`config.mk`:
```
export PLATFORM = sky130hd
export DESIGN_NAME = video_timing_src
export DESIGN_NICKNAME = d
export VERILOG_FILES = /design/src/rtl/video_timing_src.sv
export SDC_FILE = /design/constraint.sdc
export NUM_CORES = 1
export LEC_CHECK = 0
export CAP_MARGIN = 20
export CORE_MARGIN = 5
export CORE_UTILIZATION = 39
export DETAILED_ROUTE_END_ITERATION = 12
export PLACE_DENSITY = 0.69
export SYNTH_ARGS = -nofsm -noshare
export SYNTH_HDL_FRONTEND = slang
export SYNTH_SLANG_ARGS = --single-unit
```
`constraint.sdc`:
```
create_clock -name clk -period 5.4 [get_ports clk]
set_clock_uncertainty 0.15 [all_clocks]
set_input_delay 1.08 -clock clk [delete_from_list [all_inputs] [get_ports clk]]
set_output_delay 1.08 -clock clk [all_outputs]
set_load 0.02 [all_outputs]
```
`src/rtl/video_timing_src.sv`:
```
// NES-style dot/line timing source with a small pixel FIFO feeding the video block.
// Optional odd-frame dot skip on the pre-render line: define VIDEO_TIMING_SRC_ODD_SKIP_EN.
module video_timing_src #(
    parameter int FIFO_DEPTH = 16
) (
    input  logic       clk,
    input  logic       reset_n,
    input  logic       ce,
    input  logic       render_en,
    input  logic [5:0] backdrop,
    input  logic       pix_valid,
    input  logic [5:0] pix_color,
    output logic       pix_ready,
    output logic [5:0] color,
    output logic [8:0] count_h,
    output logic [8:0] count_v,
    output logic       vblank,
    output logic       frame_odd,
    output logic       underrun
);

    localparam int AW = $clog2(FIFO_DEPTH);

    logic [5:0]  mem [FIFO_DEPTH];
    logic [AW:0] wr_ptr;
    logic [AW:0] rd_ptr;
    logic        full;
    logic        empty;
    logic        push;
    logic        pop;

    logic        skip_dot;
    logic        line_end;
    logic [8:0]  h_nxt;
    logic [8:0]  v_nxt;
    logic        frame_start;
    logic        visible;

    // Wrap bit distinguishes full from empty when the index bits match.
    assign full  = (wr_ptr[AW] != rd_ptr[AW]) && (wr_ptr[AW-1:0] == rd_ptr[AW-1:0]);
    assign empty = (wr_ptr == rd_ptr);

    assign pix_ready = reset_n & ~full;
    assign push      = pix_valid & pix_ready;

`ifdef VIDEO_TIMING_SRC_ODD_SKIP_EN
    assign skip_dot = (count_v == 9'd511) && (count_h == 9'd339) && frame_odd && render_en;
`else
    logic unused_render_en;
    assign unused_render_en = render_en;
    assign skip_dot         = 1'b0;
`endif

    always_comb begin
        line_end = (count_h == 9'd340) || skip_dot;
        h_nxt    = line_end ? 9'd0 : count_h + 9'd1;
        v_nxt    = count_v;
        if (line_end) begin
            case (count_v)
                9'd260:  v_nxt = 9'd511;
                9'd511:  v_nxt = 9'd0;
                default: v_nxt = count_v + 9'd1;
            endcase
        end
        frame_start = line_end && (count_v == 9'd511);
        visible     = (h_nxt < 9'd256) && (v_nxt < 9'd240);
        pop         = ce & visible & ~empty;
    end

    always_ff @(posedge clk) begin
        if (push) begin
            mem[wr_ptr[AW-1:0]] <= pix_color;
        end
    end

    always_ff @(posedge clk) begin
        if (!reset_n) begin
            wr_ptr    <= '0;
            rd_ptr    <= '0;
            count_h   <= 9'd0;
            count_v   <= 9'd511;
            color     <= 6'd0;
            vblank    <= 1'b0;
            frame_odd <= 1'b0;
            underrun  <= 1'b0;
        end else begin
            if (push) begin
                wr_ptr <= wr_ptr + 1'b1;
            end
            if (pop) begin
                rd_ptr <= rd_ptr + 1'b1;
            end
            if (ce) begin
                count_h <= h_nxt;
                count_v <= v_nxt;
                if (frame_start) begin
                    frame_odd <= ~frame_odd;
                end
                // Color is registered alongside the counters it describes.
                if (visible && !empty) begin
                    color <= mem[rd_ptr[AW-1:0]];
                end else begin
                    color <= backdrop;
                end
                if (visible && empty) begin
                    underrun <= 1'b1;
                end else if ((h_nxt == 9'd0) && (v_nxt == 9'd511)) begin
                    underrun <= 1'b0;
                end
                if ((h_nxt == 9'd1) && (v_nxt == 9'd241)) begin
                    vblank <= 1'b1;
                end else if ((h_nxt == 9'd1) && (v_nxt == 9'd511)) begin
                    vblank <= 1'b0;
                end
            end
        end
    end

endmodule

```
**Word level (Yosys, flattened, before mapping)**

Memory sizes are Yosys's and may differ from the RTL's. A register that Yosys moved wholly into a read port is not among the register bits.
Cells that the tools add are included.
W data, S select, Z words.

- Bits in registers: 37
- Output and inout bits: 28
- Bits in writable memories: 96
- Memories: 1
- Input port bits: 17

Memories:

| memory | words | width | read ports | clocked after memory_dff | write ports | line | RTL |
|---|---|---|---|---|---|---|---|
| mem | 16 | 6 | 1 | 1 | 1 | 24 | `logic [5:0] mem [FIFO_DEPTH];` |

- Order comparisons: 2
- Eq/ne operators: 9
- $add $sub $neg: 4
- Bitwise gates (word level): 7
- Reduce and logical (&&, ||, !) cells: 15
- Muxes and demuxes: 12

Operator list:

| cell | number |
|---|---|
| $eq A9 B9 Y1 const B | 4 |
| $add A9 B1 Y9 const B | 2 |
| $mux W9 | 2 |
| $pmux W9 S2 | 1 |
| $add A5 B1 Y5 const B | 2 |
| $eq A9 B1 Y1 const B | 1 |
| $eq A9 B8 Y1 const B | 1 |
| $logic_not A9 Y1 | 1 |
| $lt A9 B8 Y1 const B | 1 |
| $lt A9 B9 Y1 const B | 1 |
| $logic_and A1 B1 Y1 | 8 |
| $mux W4 | 2 |
| $mux W1 | 6 |
| $mux W6 | 1 |
| $reduce_and A2 Y1 | 3 |
| $eq A5 B5 Y1 | 1 |
| $and A1 B1 Y1 | 4 |
| $eq A4 B4 Y1 | 1 |
| $reduce_bool A2 Y1 | 2 |
| $not A1 Y1 | 3 |
| $logic_not A1 Y1 | 1 |
| $ne A1 B1 Y1 | 1 |

**Logic depth before layout (Yosys ltp)**

Gate-level depths: netlist (run 1).

- Word-level depth: 9
- Mapped depth: 11
- Mapped depth without buffers: 10

**Worst setup path before layout (run 1)**

OpenSTA, ideal clock, no wires.

- Path kind: in2out
- Start point: input port reset_n
- End point: output port pix_ready
- Cell stages on the path: 4
- Data arrival time: 2.136 ns
- Path buffers: 3
- Data required time: 4.170 ns
- Slack: 2.034 ns
- Cells stage by stage: clkbuf_1 > clkbuf_1 > clkbuf_1 > o21a_1

- Longest elaborated chain between the ends: 1

Ends and longest elaborated chain:

| item | line | RTL |
|---|---|---|
| start, declared | 7 | `input logic reset_n,` |
| $and A1 B1 Y1 | 43 | `assign pix_ready = reset_n & ~full;` |
| end, declared | 13 | `output logic pix_ready,` |

Every way passes these cells.

**Worst setup path in the final report (run 1)**

Ends and elaborated chain as after synthesis.

==> flow_summary_export.csv, run 1 <==
group,metric,value,unit
status,status,"finished clean",
critical_path,arrival,2.60,ns
critical_path,cp_max_fo,10,
grt,grt-ovfl-total,0,
cts,cts_setup_buffers,0,
layout,nNetsFinal,517,
placed_design,dpl.hpwl,8.36,mm
floorplanning,dieArea,18300,um2
critical_path,cpMostUsedCell,"clkdlybuf4s50_1",
drt,first_iter_violations,223,
synth,syn_area_per_cell,13.7,um2
timing,fmax,261,MHz
critical_path,reg2reg_slack,2.01,ns
timing,fin_crit_sh,0.710,
timing,relSlewSlack,0.310,
timing,rsz0062_at_grt,"false",
layout,area.growth.synth_to_final,19.1,%
critical_path,crit_family,"buffers and inverters",
timing,period_minus_slack,3.83,ns
placed_design,place_ws,1.61,ns
critical_path,cpMaxStageDelayCell,"clkdlybuf4s50_1",
critical_path,path_class,"in -> out",
cts,cts_resized,0,
power_and_ir_drop,combPwrFrac,0.047,
power_and_ir_drop,total_power,2.28,mW
critical_path,start_kind,"input port",
cts,clock_path_buffers,2,
critical_path,critPathMaxStageDelay,0.72,ns
critical_path,r2r_start,"count_v[0]",
timing,drv_slew,0,
cts,cts_buffers,17,
power_and_ir_drop,p_clk_frac,0.450,
floorplanning,num_io_pins,45,
critical_path,crit_cells,3,
critical_path,path_cells,"clkdlybuf4s50_1 -> o21a_1 -> clkdlybuf4s50_1",
timing,hold_viol,0,
hold_path,hp-start,"rd_ptr[4]",
cts,clk_pin_slew,0.06,ns
critical_path,crit_buf_inv,2,
cts,clk_latency,0.42,ns
floorplanning,die_h,135,um
floorplanning,rows,45,
power_and_ir_drop,seqPwrFrac,0.503,
power_and_ir_drop,vdd_drop_max,0.229,mV
grt,grt_pass1_wl,19.9,mm
drt,num_vias,3827,
floorplanning,start_util,0.400,
synth,async_flop_share,0,
hold_path,hold_end,"rd_ptr[4]",
drt,dr.pass1.iters,5,
timing,worst_pin_slew,1.03,ns
flow_run,maxCapViolCount,0,
drt,routed_wl,12.1,mm
hold_path,hold_path.class,"reg -> reg",
drt,drcViolationCount,0,
drt,drt-vias-per-instance,5.37,
grt,antenna_found_initial,0,
placed_design,gp_congestion,0.859,
synth,synth-main-ff-cell,"edfxtp_1",
cts,cts_tree,"done",
drt,wl_per_cell,17.0,um
critical_path,required,4.17,ns
placed_design,io_buffers,43,
timing,setup_violations,0,
power_and_ir_drop,p_leak,2.42,nW
grt,grt_usage,0.142,
layout,drive_above_1_share,0.145,
critical_path,rr_endpoint,"color[2]",
synth,seq_area_frac_synth,0.605,
critical_path,end_kind,"output port",
floorplanning,design.core.area,15300,um2
power_and_ir_drop,sw_frac_of_total,0.225,
synth,synth_area,6120,um2
drt,ant_nets,0,
grt,grt_max_degree,39,
synth,postSynthCellCount,448,
floorplanning,fp.dieW,135,um
timing,fin_setup_tns,0,ns
synth,ys_seq_elements,137,
synth,synth_edf_count,96,
grt,grt_pass1_vias,3762,
synth,ys_top_cells_by_area,"edfxtp_1 (47%), dfxtp_1 (13%), mux4_2 (11%)",
critical_path,r2r.worst_path.cells,10,
layout,num_antenna_cells,0,
timing,setup_ws,1.57,ns
synth,synth_top_area_cell,"edfxtp_1",
cts,htreeDepth,4,
synth,synthDistinctLibCells,56,
synth,ys_warn_count,0,
cts,clock-sinks,137,
hold_path,whs_path_depth,2,
power_and_ir_drop,switching_power,0.512,mW
synth,syn-num-nets,475,
power_and_ir_drop,p_per_area,312,nW/um2
power_and_ir_drop,p_int,1.76,mW
synth,synth_top_area_share,0.471,
cts,holdBufCountCts,0,
cts,cts_root_buf,"clkbuf_16",
[power groups by stage]
| stage | registers (mW) | clock network [mW] | logic [mW] |
|---|---|---|---|
| after CTS | 1.14 | 1.04 | 0.107 |
| after floorplan | 1.17 | 0 | 0.0549 |
| after global placement | 1.17 | 0 | 0.103 |
| after global routing | 1.15 | 1.10 | 0.118 |
| final | 1.14 | 1.02 | 0.106 |
| after detailed placement | 1.17 | 0 | 0.106 |
[worst reg2reg max path: stages (launching register included)]
cell      delay (ns)
dfxtp_1         0.49
ha_1            0.26
nand4_1         0.16
nor2_1          0.14
ha_1            0.50
nor2b_1         0.09
a21oi_1         0.26
a32oi_1         0.18
a211oi_2        0.67
mux2i_1         0.28
a21oi_1         0.09
[sequential cells by signal (all words and copies together), names as in the netlist, named ones only]
signal,flops
underrun,1
frame_odd,1
count_v,9
color,6
wr_ptr,5
vblank,1
count_h,9
rd_ptr,5
mem,96
[metal layers]
metal  global-route usage  vias to the layer above  part of all wire
met5                    0                        -                 0
met4               0.0409                        0            0.0098
met3               0.0427                       14             0.061
met2                0.229                      123              0.48
met1                0.186                     1874              0.45
li1                     -                     1816                 -
[placed cells by master, fill, tap and decap left out, types with 3 or more instances in the layout]
master / instances
or3_1: 3
ha_1: 10
and2_1: 10
nand4b_1: 3
mux2i_1: 14
nand2_1: 34
inv_1: 8
inv_6: 4
nor3_1: 10
nand4_1: 8
a21boi_0: 4
nand3_1: 9
buf_4: 3
clkinv_4: 3
clkinv_2: 4
clkdlybuf4s50_1: 43
o31ai_1: 3
nor2_1: 27
a21oi_1: 19
dfxtp_1: 41
edfxtp_1: 96
xor2_1: 3
a211oi_2: 3
nor2b_1: 8
o21ai_0: 22
xnor2_1: 10
a31oi_1: 3
and4_1: 3
nand2b_1: 6
clkbuf_16: 17
mux4_2: 30
[cells by family after synthesis]
group                    Yosys count  share of synthesized area
AND/OR/NAND/NOR                  136                      0.119
adder cells (fa/ha/maj)           10                     0.0204
flip-flops                       137                      0.605
XOR/XNOR                          13                     0.0186
buffers and inverters             33                     0.0217
AO/OA/AOI/OAI                     75                     0.0816
multiplexers                      44                      0.133
[synthesized netlist by cell type, drive strengths merged, types with 3 or more instances]
cell and number:
mux4 30, nand4 8, a211oi 5, a21oi 19, or4 3, nor2 27, o21ai 23, clkbuf 17
xor2 3, and4 3, nand2 34, nand3 9, o31ai 3, dfxtp 41, nand4b 3, a21boi 4
ha 10, a31oi 3, edfxtp 96, inv 8, xnor2 10, nor2b 8, and2 10, or3 3
nor3 10, nand2b 6, mux2i 14, buf 7
[final cells by class]
type,count,area (um2)
fillers,1323,8030
flip-flops and latches,137,3700
multi-input cells,278,2280
repair buffers,47,480
clock buffers,17,425
well taps,211,264
clock inverters,14,100
inverters,9,33.8
[through the flow]
step	util	std cells	hold WS (ns)	instance area, um2
after detailed placement	0.442	682	0.370	6760
after global placement	0.440	681	0.355	6740
after floorplan	-	448	0.332	6120
after global routing	0.476	713	0.404	7290
final	0.476	713	0.374	7290
after CTS	0.476	713	0.379	7290
[worst max path at each step]
stage                        from   endpoint  slack (ns)
after floorplan           reset_n  pix_ready        2.03
after global placement    reset_n  pix_ready        1.63
after detailed placement  reset_n  pix_ready        1.61
after CTS                 reset_n  pix_ready        1.61
after global routing      reset_n  pix_ready        1.54
final                     reset_n  pix_ready        1.57
No activity file was read; power rests on OpenSTA's default activity.
==> run 2, diff against run 1 <==
--- a/config.mk
+++ b/config.mk
@@ -9,7 +9,7 @@
 export CORE_MARGIN = 5
 export CORE_UTILIZATION = 39
 export DETAILED_ROUTE_END_ITERATION = 12
-export PLACE_DENSITY = 0.69
+export PLACE_DENSITY = 0.71
 export SYNTH_ARGS = -nofsm -noshare
 export SYNTH_HDL_FRONTEND = slang
 export SYNTH_SLANG_ARGS = --single-unit
==> constraint.sdc (replaced) <==
create_clock -name clk -period 3.5 [get_ports clk]
set_clock_uncertainty 0.15 [all_clocks]
set_input_delay 0.7 -clock clk [delete_from_list [all_inputs] [get_ports clk]]
set_output_delay 0.7 -clock clk [all_outputs]
set_load 0.02 [all_outputs]
==> run 2 against run 1 <==
Setup slack worse by 1.3 ns; cell count up 1.3%; non-clock buffer count up 8; critical path type is now reg -> reg; register-to-register slack worse by 1.7 ns; hold slack about the same; die area unchanged.
==> flow_summary_export.csv, run 2 (synthesis gave the netlist of run 1 again) <==
group,metric,value,unit
placed_design,dpl.hpwl,8.73,mm
power_and_ir_drop,vdd_drop_max,0.352,mV
cts,cts_resized,0,
floorplanning,start_util,0.400,
grt,antenna_found_initial,0,
grt,grt_usage,0.148,
drt,dr.pass1.iters,6,
critical_path,path_class,"reg -> reg",
floorplanning,fp.dieW,135,um
cts,cts_root_buf,"clkbuf_16",
grt,grt-ovfl-total,0,
floorplanning,rows,45,
timing,fin_setup_tns,0,ns
timing,fmax,310,MHz
drt,num_vias,3836,
status,status,"finished clean",
cts,cts_buffers,17,
timing,drv_slew,0,
drt,wl_per_cell,17.5,um
layout,drive_above_1_share,0.159,
layout,post-route-util,0.479,
timing,relSlewSlack,0.536,
grt,grt_pass1_vias,3957,
grt,grt.busiest_layer,"met2",
cts,cts_tree,"done",
floorplanning,die_h,135,um
floorplanning,design.core.area,15300,um2
flow_run,maxCapViolCount,0,
grt,gr-usage-met1,0.185,
layout,num_antenna_cells,0,
grt,grt_pass1_wl,20.8,mm
layout,nNetsFinal,525,
cts,clock_path_buffers,2,
layout,area.growth.synth_to_final,19.8,%
cts,clock-sinks,137,
critical_path,cp_max_fo,15,
power_and_ir_drop,p_per_area,480,nW/um2
drt,ant_nets,0,
cts,htreeDepth,4,
timing,rsz0062_at_grt,"false",
critical_path,arrival,3.38,ns
cts,cts_setup_buffers,0,
timing,fin_crit_sh,0.921,
floorplanning,dieArea,18300,um2
critical_path,required,3.66,ns
layout,num-fill-cells,1337,
hold_path,hold_path.class,"reg -> reg",
timing,worst_pin_slew,0.694,ns
power_and_ir_drop,p_leak,2.44,nW
drt,drcViolationCount,0,
timing,hold_viol,0,
drt,first_iter_violations,225,
placed_design,io_buffers,43,
cts,clk_latency,0.43,ns
critical_path,start_kind,"register",
placed_design,gp_congestion,0.906,
grt,grt_max_degree,31,
critical_path,end_kind,"register",
grt,use_met2,0.251,
grt,grt.met3_usage,0.0357,
layout,final_common_cell,"edfxtp_1",
drt,routed_wl,12.6,mm
floorplanning,num_io_pins,45,
layout,final_cell_mix,"edfxtp_1 (96), clkdlybuf4s50_1 (43), dfxtp_1 (41), nand2_1 (34), mux4_2 (30)",
layout,largest_reg_flops,96,
timing,setup_violations,0,
drt,drt-vias-per-instance,5.31,
cts,holdBufCountCts,0,
cts,clk_pin_slew,0.06,ns
timing,period_minus_slack,3.22,ns
[run 2: cell count changes in the layout (fill, tap and decap cells not counted), sizes merged]
| cell | previous run | this run |
|---|---|---|
| buf | 4 | 12 |
| clkbuf | 17 | 18 |
| clkinv | 9 | 5 |
| clkinvlp | 2 | 6 |
[run 2: layer usage]
| metal | share of wire | routed length, um |
|---|---|---|
| met5 | 0 | 0 |
| met1 | 0.43 | 5470 |
| met4 | 0.0095 | 120 |
| met2 | 0.51 | 6390 |
| met3 | 0.051 | 649 |
[run 2: power breakdown]
group	leakage [nW]	internal [mW]	switching, mW
Clock	0.243	0.903	0.684
Combinational	0.996	0.0722	0.0979
Sequential	1.20	1.75	0.0143
[run 2: final cells by class]
type / instances / area [um2] / share of cell area
clock inverters: 14 / 98.8 / 0.0135
flip-flops and latches: 137 / 3700 / 0.505
inverters: 9 / 33.8 / 0.00461
well taps: 211 / 264 / 0.0360
clock buffers: 18 / 429 / 0.0585
multi-input cells: 278 / 2280 / 0.311
repair buffers: 55 / 520 / 0.0710
[run 2: per-stage QoR]
step           instance area [um2]  std cells  hold slack (ns)  power (mW)  worst slack (ns)
6_report                      7330        722            0.374        3.52             0.278
5_1_grt                       7330        722            0.414        3.65            0.0411
4_1_cts                       7330        722            0.381        3.56             0.292
3_5_place_dp                  6800        690            0.368        1.97             0.321
3_3_place_gp                  6800        690            0.348        1.96             0.377
2_1_floorplan                 6120        448            0.332        1.89             0.661
[run 2: worst paths after layout]
path / startpoint / to / slack, ns / depth (start not counted)
worst min register to register: rd_ptr[4] / rd_ptr[4] / 0.37 / 2
worst max-delay path: count_v[0] / rd_ptr[3] / 0.28 / 10
worst max register to register: count_v[0] / rd_ptr[3] / 0.28 / 10
worst min-delay path: rd_ptr[4] / rd_ptr[4] / 0.37 / 2
[run 2: worst max-delay path, cell delays in order, from the launching register on]
cell,delay [ns]
dfxtp_1,0.50
ha_1,0.27
nand4_1,0.15
nor2_1,0.15
ha_1,0.48
nor2b_1,0.09
a21oi_1,0.25
a32oi_1,0.19
a211oi_2,0.49
nand4_1,0.23
mux2i_1,0.16
==> run 3, diff against run 2 <==
--- a/config.mk
+++ b/config.mk
@@ -5,6 +5,7 @@
 export SDC_FILE = /design/constraint.sdc
 export NUM_CORES = 1
 export LEC_CHECK = 0
+export ABC_CLOCK_PERIOD_IN_PS = 3500
 export CAP_MARGIN = 20
 export CORE_MARGIN = 5
 export CORE_UTILIZATION = 39
==> results of run 3 <==
Final layout, timing and power as in run 2 (identical DEF).
